==> src/rtl/tdm_demux_4ch_pkg.sv <==
// Shared types and constants for the four-channel TDM demultiplexer.
package tdm_demux_4ch_pkg;

   // Framing FSM: HUNT waits for a frame marker, LOCK follows slots 0..3.
   typedef enum logic {
      HUNT = 1'b0,
      LOCK = 1'b1
   } state_e;

   localparam int NUM_CH = 4;

   localparam logic [1:0] SLOT_A = 2'd0;
   localparam logic [1:0] SLOT_B = 2'd1;
   localparam logic [1:0] SLOT_C = 2'd2;
   localparam logic [1:0] SLOT_D = 2'd3;

   // One-hot strobe pattern for a slot index (bit0 = channel A).
   function automatic logic [3:0] slotStrobe(input logic [1:0] s);
      return 4'b0001 << s;
   endfunction

endpackage

==> src/rtl/tdm_demux_4ch_sat_counter.sv <==
// Saturating up-counter used for the framing error count.
module sat_counter #(
   parameter int W = 8
) (
   input  logic         clk,
   input  logic         rst_n,
   input  logic         inc_i,
   output logic [W-1:0] count_o
);

   logic [W-1:0] count_q;

   // Count up on each increment request, sticking at the all-ones value.
   always_ff @(posedge clk or negedge rst_n) begin
      if (!rst_n) begin
         count_q <= '0;
      end else if (inc_i && (count_q != '1)) begin
         count_q <= count_q + W'(1);
      end
   end

   assign count_o = count_q;

endmodule

==> src/rtl/tdm_demux_4ch.sv <==
// Four-channel TDM demultiplexer: locks onto a sync-marked frame and fans
// each time slot out to its own registered channel output.
module tdm_demux_4ch
   import tdm_demux_4ch_pkg::*;
#(
   parameter int WIDTH = 8,
   parameter int ERR_W = 8
) (
   input  logic             clk,
   input  logic             rst_n,
   input  logic             in_valid,
   input  logic             in_sync,
   input  logic [WIDTH-1:0] in_data,
   output logic [WIDTH-1:0] out_a,
   output logic [WIDTH-1:0] out_b,
   output logic [WIDTH-1:0] out_c,
   output logic [WIDTH-1:0] out_d,
   output logic [3:0]       out_strobe,
   output logic             frame_done,
   output logic             locked,
   output logic [1:0]       slot,
   output logic [ERR_W-1:0] err_cnt
);

   state_e           state_q, state_d;
   logic [1:0]       slot_q, slot_d;
   logic [WIDTH-1:0] chan_q [NUM_CH];
   logic [WIDTH-1:0] chan_d [NUM_CH];
   logic [3:0]       strobe_q, strobe_d;
   logic             frameDone_q, frameDone_d;
   logic             errInc;

   // Register all framing state and channel outputs; reset drops any partial frame.
   always_ff @(posedge clk or negedge rst_n) begin
      if (!rst_n) begin
         state_q     <= HUNT;
         slot_q      <= SLOT_A;
         strobe_q    <= '0;
         frameDone_q <= 1'b0;
         for (int i = 0; i < NUM_CH; i++) begin
            chan_q[i] <= '0;
         end
      end else begin
         state_q     <= state_d;
         slot_q      <= slot_d;
         strobe_q    <= strobe_d;
         frameDone_q <= frameDone_d;
         for (int i = 0; i < NUM_CH; i++) begin
            chan_q[i] <= chan_d[i];
         end
      end
   end

   // Next-state decode: a valid sync sample always restarts at slot A; an
   // unsynced sample is written only while locked and off slot A.
   always_comb begin
      state_d     = state_q;
      slot_d      = slot_q;
      chan_d      = chan_q;
      strobe_d    = '0;
      frameDone_d = 1'b0;
      errInc      = 1'b0;
      if (in_valid) begin
         if (in_sync) begin
            chan_d[SLOT_A] = in_data;
            strobe_d       = slotStrobe(SLOT_A);
            slot_d         = SLOT_B;
            state_d        = LOCK;
            if ((state_q == LOCK) && (slot_q != SLOT_A)) begin
               errInc = 1'b1;
            end
         end else if (state_q == LOCK) begin
            if (slot_q == SLOT_A) begin
               errInc  = 1'b1;
               state_d = HUNT;
               slot_d  = SLOT_A;
            end else begin
               chan_d[slot_q] = in_data;
               strobe_d       = slotStrobe(slot_q);
               slot_d         = slot_q + 2'd1;
               frameDone_d    = (slot_q == SLOT_D);
            end
         end
      end
   end

   sat_counter #(
      .W(ERR_W)
   ) uErrCnt (
      .clk    (clk),
      .rst_n  (rst_n),
      .inc_i  (errInc),
      .count_o(err_cnt)
   );

   assign out_a      = chan_q[SLOT_A];
   assign out_b      = chan_q[SLOT_B];
   assign out_c      = chan_q[SLOT_C];
   assign out_d      = chan_q[SLOT_D];
   assign out_strobe = strobe_q;
   assign frame_done = frameDone_q;
   assign locked     = (state_q == LOCK);
   assign slot       = slot_q;

endmodule

==> config.mk <==
export PLATFORM = sky130hd
export DESIGN_NAME = tdm_demux_4ch
export DESIGN_NICKNAME = d
export VERILOG_FILES = /design/src/rtl/tdm_demux_4ch_pkg.sv /design/src/rtl/tdm_demux_4ch_sat_counter.sv /design/src/rtl/tdm_demux_4ch.sv
export SDC_FILE = /design/constraint.sdc
export NUM_CORES = 1
export LEC_CHECK = 0
export CAP_MARGIN = 30
export CORE_AREA = 4 4 73 75
export DETAILED_ROUTE_END_ITERATION = 16
export DIE_AREA = 0 0 77 79
export PLACE_DENSITY = 0.76
export SLEW_MARGIN = 20
export SYNTH_ARGS = -nofsm -noshare
export SYNTH_HDL_FRONTEND = slang
export SYNTH_SLANG_ARGS = --single-unit
==> constraint.sdc <==
create_clock -name clk -period 2.3 [get_ports clk]
set_clock_uncertainty 0.2 [all_clocks]
set_input_delay 0.46 -clock clk [delete_from_list [all_inputs] [get_ports clk]]
set_output_delay 0.46 -clock clk [all_outputs]
set_load 0.01 [all_outputs]
==> results of run 1 <==
-- cell type report --
type	count	area share, %
clock buffer	6	2.499
clock inverter	2	0.4308
inverter	2	0.2585
multi-input combinational	87	31.06
sequential	47	40.50
tap	54	2.327
timing repair buffer	68	22.92
-- metal layers --
metal  GRT usage (%)  part of all wire [%]  vias up
li1                -                     -      638
met1           20.28                    46      673
met2           24.04                    47       54
met3           4.762                   6.5        4
met4           2.669                  0.58        0
met5               0                     0        -
-- layout by cell type, fill, tap and decap left out, types with 2 or more instances in the layout --
master	n
o21ai_0	2
nand2_8	3
nand2_1	4
ha_1	9
xor2_1	5
nor3_1	4
inv_1	2
o22a_1	2
and3_2	3
nor2_1	3
a22o_1	8
clkbuf_8	5
mux2_2	3
buf_4	8
nand2b_1	3
dfrtp_1	47
clkdlybuf4s50_1	58
a21o_1	2
nand3_1	4
mux2_4	24
-- Yosys cell counts (all sizes together) --
cell	n	share of area, %
ha	9	5.3
nand3	4	0.95
dfrtp	47	56
clkbuf	1	0.18
mux2	27	19
nor2b	1	0.65
a21o	2	0.71
nor3	4	0.95
nand4	1	0.30
a32o	1	0.47
inv	2	0.36
a22o	8	3.3
nor3b	1	0.36
nor2	3	0.53
o22a	2	0.83
nand2b	3	0.89
buf	3	1.1
o21ai	3	0.71
and3b	1	0.41
nand2	7	3.6
nor4	1	0.59
and3	3	1.1
xor2	5	2.1
and2	1	0.36
-- flip-flops by register name, indices dropped and copies added (netlist names) --
register	cells
out_a	8
slot	2
frame_done	1
out_b	8
out_c	8
out_d	8
uErrCnt.count_o	8
locked	1
out_strobe	3
-- power groups by stage --
stage | Combinational (µW) | Sequential, µW | Clock [µW]
3_3_place_gp | 1480 | 1330 | 0
3_5_place_dp | 1520 | 1340 | 0
2_1_floorplan | 598 | 1450 | 0
4_1_cts | 1520 | 1330 | 490
5_1_grt | 1590 | 1370 | 522
6_report | 1500 | 1330 | 479
-- metrics by stage --
step / cell area (µm²) / setup TNS, ns
6_report: 2904 / 0
5_1_grt: 2904 / 0
4_1_cts: 2904 / 0
3_5_place_dp: 2819 / -0.02171
3_3_place_gp: 2819 / 0
2_1_floorplan: 2113 / 0
-- cells by family (layout without fill, tap and decap cells) --
family          after synthesis  after routing  synth area share, %
compound gates               16             16                6.039
xor+xnor                      5              5                2.072
fa+ha+maj                     9              9                5.329
buf+inv                       6             78                1.658
flops                        47             47                55.65
mux                          27             27                18.65
simple gates                 30             30                10.60
-- path summary, 6_finish.rpt --
path / start / to / slack, ns / cells past startpoint
hold / removal: rst_n / out_c[1] / -0.002 / 1
max in group asynchronous: rst_n / out_a[4] / 1.30 / 2
setup reg to reg: slot[0] / uErrCnt.count_o[6] / 0.33 / 6
setup / recovery: locked / locked / 0.20 / 1
min in group clk: out_a[1] / out_a[1] / 0.31 / 1
hold reg to reg: out_a[1] / out_a[1] / 0.31 / 1
==> impl_metrics.py, run 1 <==
metrics = {
    "status": {
        "outcome": "finished, violations left",
        "violations": "negative hold slack",
    },
    "power": {
        "pwr-share-clk_pct": 14.5,
        "power_frac_seq_pct": 40.3,
        "p_total_uw": 3310,
        "p_comb_share_pct": 45.2,
        "power.leakage_uw": 0.001376,
        "p_int_uw": 2276,
        "pwr_density_cell_mw_per_mm2": 1140,
        "power_switching_uw": 1034,
        "ir_drop_mv": 0.5805,
        "swShare_pct": 31.24,
    },
    "layout": {
        "fill_cells": 353,
        "multi_input_area_um2": 902.1,
        "num_antenna_cells": 0,
        "nets": 232,
        "seq_area_mm2": 0.001176,
        "syn_to_final_growth_pct": 37.42,
        "utilization_pct": 62.31,
        "layout.cells.non_filler": 266,
        "drive_above_1_share_pct": 25.00,
    },
    "critical_path": {
        "critical_path.startpoint_type": "flop",
        "cp_slowest_cell": "clkdlybuf4s50_1",
        "worstPathBufferInverterCount": 1,
        "crit_fanout": 11,
        "cpPeakStageDelay_ns": 0.61,
        "critical_path_class": "reg2out",
        "cp-end-kind": "primary output",
        "critPathRequiredTime_ns": 1.64,
        "path_cells": "clkdlybuf4s50_1",
        "critPathTopFamily": "buffers and inverters",
        "cp.arrival_ns": 1.44,
    },
    "placement": {
        "dpl.cell_count": 258,
        "io_buffers": 59,
        "place_congestion": 0.7635,
        "hpwl_um": 3200,
        "place_ws_ns": -0.02171,
    },
    "die": {
        "die_x_um": 77,
        "row_count": 25,
        "ioPinCount": 60,
        "die-area_mm2": 0.006083,
        "initial_utilization_pct": 45.34,
        "core_area_mm2": 0.004661,
        "die_h_um": 79,
    },
    "sta": {
        "hold_violations": 1,
        "tightest_slew_ns": 0.7145,
        "layout_worst_path_cycle_share_pct": 91.23,
        "finalMaxSlewViolations": 0,
        "setup_slack_ns": 0.2018,
        "hold_slack_ns": -0.002080,
        "max_freq_mhz": 476.6,
        "max_slew_margin_pct": 52.05,
        "period_minus_slack_ns": 2.098,
        "setup_viol": 0,
        "rsz0062_at_grt": "false",
    },
    "hold_path": {
        "hold_path_class": "in2async",
    },
    "clock_network": {
        "ctsHoldBuffers": 0,
        "cts-buffers-inserted": 5,
        "cts_tree": "yes",
        "clk_latency_ns": 0.29,
        "ctsResizeCount": 0,
        "h-tree-depth": 2,
        "postCtsSetupBuffers": 0,
        "cts_sinks": 47,
        "clk_pin_slew_ns": 0.09,
        "clk_path_buf_depth": 2,
        "root_buffer": "clkbuf_8",
    },
    "yosys": {
        "yosys_warnings": 0,
        "syn_area_mm2": 0.002113,
        "synthesis.nets": 161,
        "yosys_register_bits": 47,
        "ys_types": 29,
        "syn_area_per_cell_um2": 15.09,
        "ys_seq_area_share_pct": 55.65,
        "synth_cells": 140,
    },
    "drt": {
        "drtIter0Drc": 82,
        "first_pass_iters": 4,
        "vias": 1369,
        "drt-wirelength-per-cell_um": 16.28,
        "drc": 0,
        "detail_route.vias_per_cell": 5.147,
        "final_antenna_net_count": 0,
        "wirelength_um": 4331,
    },
    "grt": {
        "grt_usage_pct": 14.98,
        "grt_first_pass_wirelength_um": 7265,
        "grt_pass1_vias": 1455,
        "grt_max_degree": 32,
        "antenna_found_initial": 0,
        "overflow": 0,
    },
    "run": {
        "max_cap_violations": 0,
    },
}
Note: power is estimated with default switching activity, not from simulation.
==> inputs of run 2 (changes only) <==
- HOLD_SLACK_MARGIN: unset -> 0.1
==> impl_metrics.py, run 2 (synthesis gave the netlist of run 1 again) <==
metrics = {
    "drt": {
        "vias": 1378,
        "detail_route.vias_per_cell": 5.161,
        "drtIter0Drc": 84,
        "drc": 0,
        "final_antenna_net_count": 0,
        "first_pass_iters": 4,
        "drt-wirelength-per-cell_um": 16.22,
        "wirelength_um": 4332,
    },
    "die": {
        "core_area_mm2": 0.004661,
        "die-area_mm2": 0.006083,
        "die_h_um": 79,
        "initial_utilization_pct": 45.34,
        "row_count": 25,
        "ioPinCount": 60,
        "die_x_um": 77,
    },
    "status": {
        "outcome": "completed",
    },
    "layout": {
        "fill_cells": 352,
        "final_area_mm2": 0.002914,
        "layout.cells.non_filler": 267,
        "seq_area_mm2": 0.001176,
        "drive_above_1_share_pct": 24.88,
        "final_common_cell": "clkdlybuf4s50_1",
        "num_antenna_cells": 0,
        "nets": 233,
        "final_cell_mix": "clkdlybuf4s50_1 (58), dfrtp_1 (47), mux2_4 (24)",
        "multi_input_area_um2": 902.1,
        "syn_to_final_growth_pct": 37.89,
    },
    "critical_path": {
        "critical_path_class": "reg2out",
        "cp.arrival_ns": 1.44,
        "worstPathBufferInverterCount": 1,
        "cp_slowest_cell": "clkdlybuf4s50_1",
        "critPathRequiredTime_ns": 1.64,
        "cp-end-kind": "primary output",
        "critPathTopFamily": "buffers and inverters",
        "path_cells": "clkdlybuf4s50_1",
        "cpPeakStageDelay_ns": 0.61,
        "crit_fanout": 11,
        "critical_path.startpoint_type": "flop",
    },
    "clock_network": {
        "ctsResizeCount": 0,
        "cts_sinks": 47,
        "cts_tree": "yes",
        "clk_latency_ns": 0.29,
        "clk_path_buf_depth": 2,
        "postCtsSetupBuffers": 0,
        "h-tree-depth": 2,
        "cts-buffers-inserted": 5,
        "root_buffer": "clkbuf_8",
        "ctsHoldBuffers": 1,
        "clk_pin_slew_ns": 0.09,
    },
    "power": {
        "ir_drop_mv": 0.5825,
        "pwr_density_cell_mw_per_mm2": 1137,
        "power.leakage_uw": 0.001380,
    },
    "run": {
        "max_cap_violations": 0,
    },
    "sta": {
        "finalMaxSlewViolations": 0,
        "max_slew_margin_pct": 52.44,
        "period_minus_slack_ns": 2.098,
        "setup_viol": 0,
        "tightest_slew_ns": 0.7087,
        "hold_violations": 0,
        "rsz0062_at_grt": "false",
        "hold_slack_ns": 0.3106,
        "max_freq_mhz": 476.7,
        "layout_worst_path_cycle_share_pct": 91.20,
        "setup_slack_ns": 0.2023,
    },
    "hold_path": {
        "hold_path_class": "reg2reg",
    },
    "placement": {
        "dpl.cell_count": 258,
        "io_buffers": 59,
        "place_area_mm2": 0.002819,
        "place_ws_ns": -0.02171,
        "place_congestion": 0.7635,
        "hpwl_um": 3200,
    },
    "grt": {
        "grt_pass1_vias": 1455,
        "grt_usage_pct": 14.98,
        "antenna_found_initial": 0,
        "grt_first_pass_wirelength_um": 7265,
        "overflow": 0,
        "grt_max_degree": 32,
    },
}
run 2: cell type report:
| class | count | share of cell area, % |
|---|---|---|
| Sequential cell | 47 | 40.36 |
| Multi-Input combinational cell | 87 | 30.96 |
| Timing Repair Buffer | 69 | 23.19 |
| Clock buffer | 6 | 2.490 |
| Tap cell | 54 | 2.319 |
| Clock inverter | 2 | 0.4294 |
| Inverter | 2 | 0.2576 |
run 2: through the flow:
stage	power (µW)	util, %	setup TNS (ns)
floorplan	2052	-	0
global placement	2812	60.48	0
detailed placement	2859	60.48	-0.02171
CTS	3345	62.52	0
global route	3491	62.52	0
finish	3313	62.52	0
run 2: final timing paths:
check / depth (start not counted) / slack, ns / from / endpoint
max in group asynchronous: 3 / 0.76 / rst_n / out_a[4]
min in group asynchronous: 2 / 0.54 / rst_n / out_c[1]
hold / removal: 1 / 0.31 / out_a[1] / out_a[1]
hold reg to reg: 1 / 0.31 / out_a[1] / out_a[1]
setup / recovery: 1 / 0.20 / locked / locked
setup reg to reg: 6 / 0.35 / slot[0] / uErrCnt.count_o[6]
run 2: metal layers:
layer / track usage [%] / up-vias / routed length (µm)
li1: - / 640 / -
met1: 20.35 / 678 / 2010
met2: 24.04 / 56 / 2018
met3: 4.649 / 4 / 277
met4: 2.669 / 0 / 25
met5: 0 / - / 0
run 2: where the power goes:
group / leakage (µW) / switching [µW] / total [µW] / internal (µW)
Combinational: 0.000743 / 550 / 1500 / 950
Clock: 0.0000412 / 267 / 480 / 213
Sequential: 0.000595 / 219 / 1330 / 1110
Total: 0.00138 / 1040 / 3310 / 2280
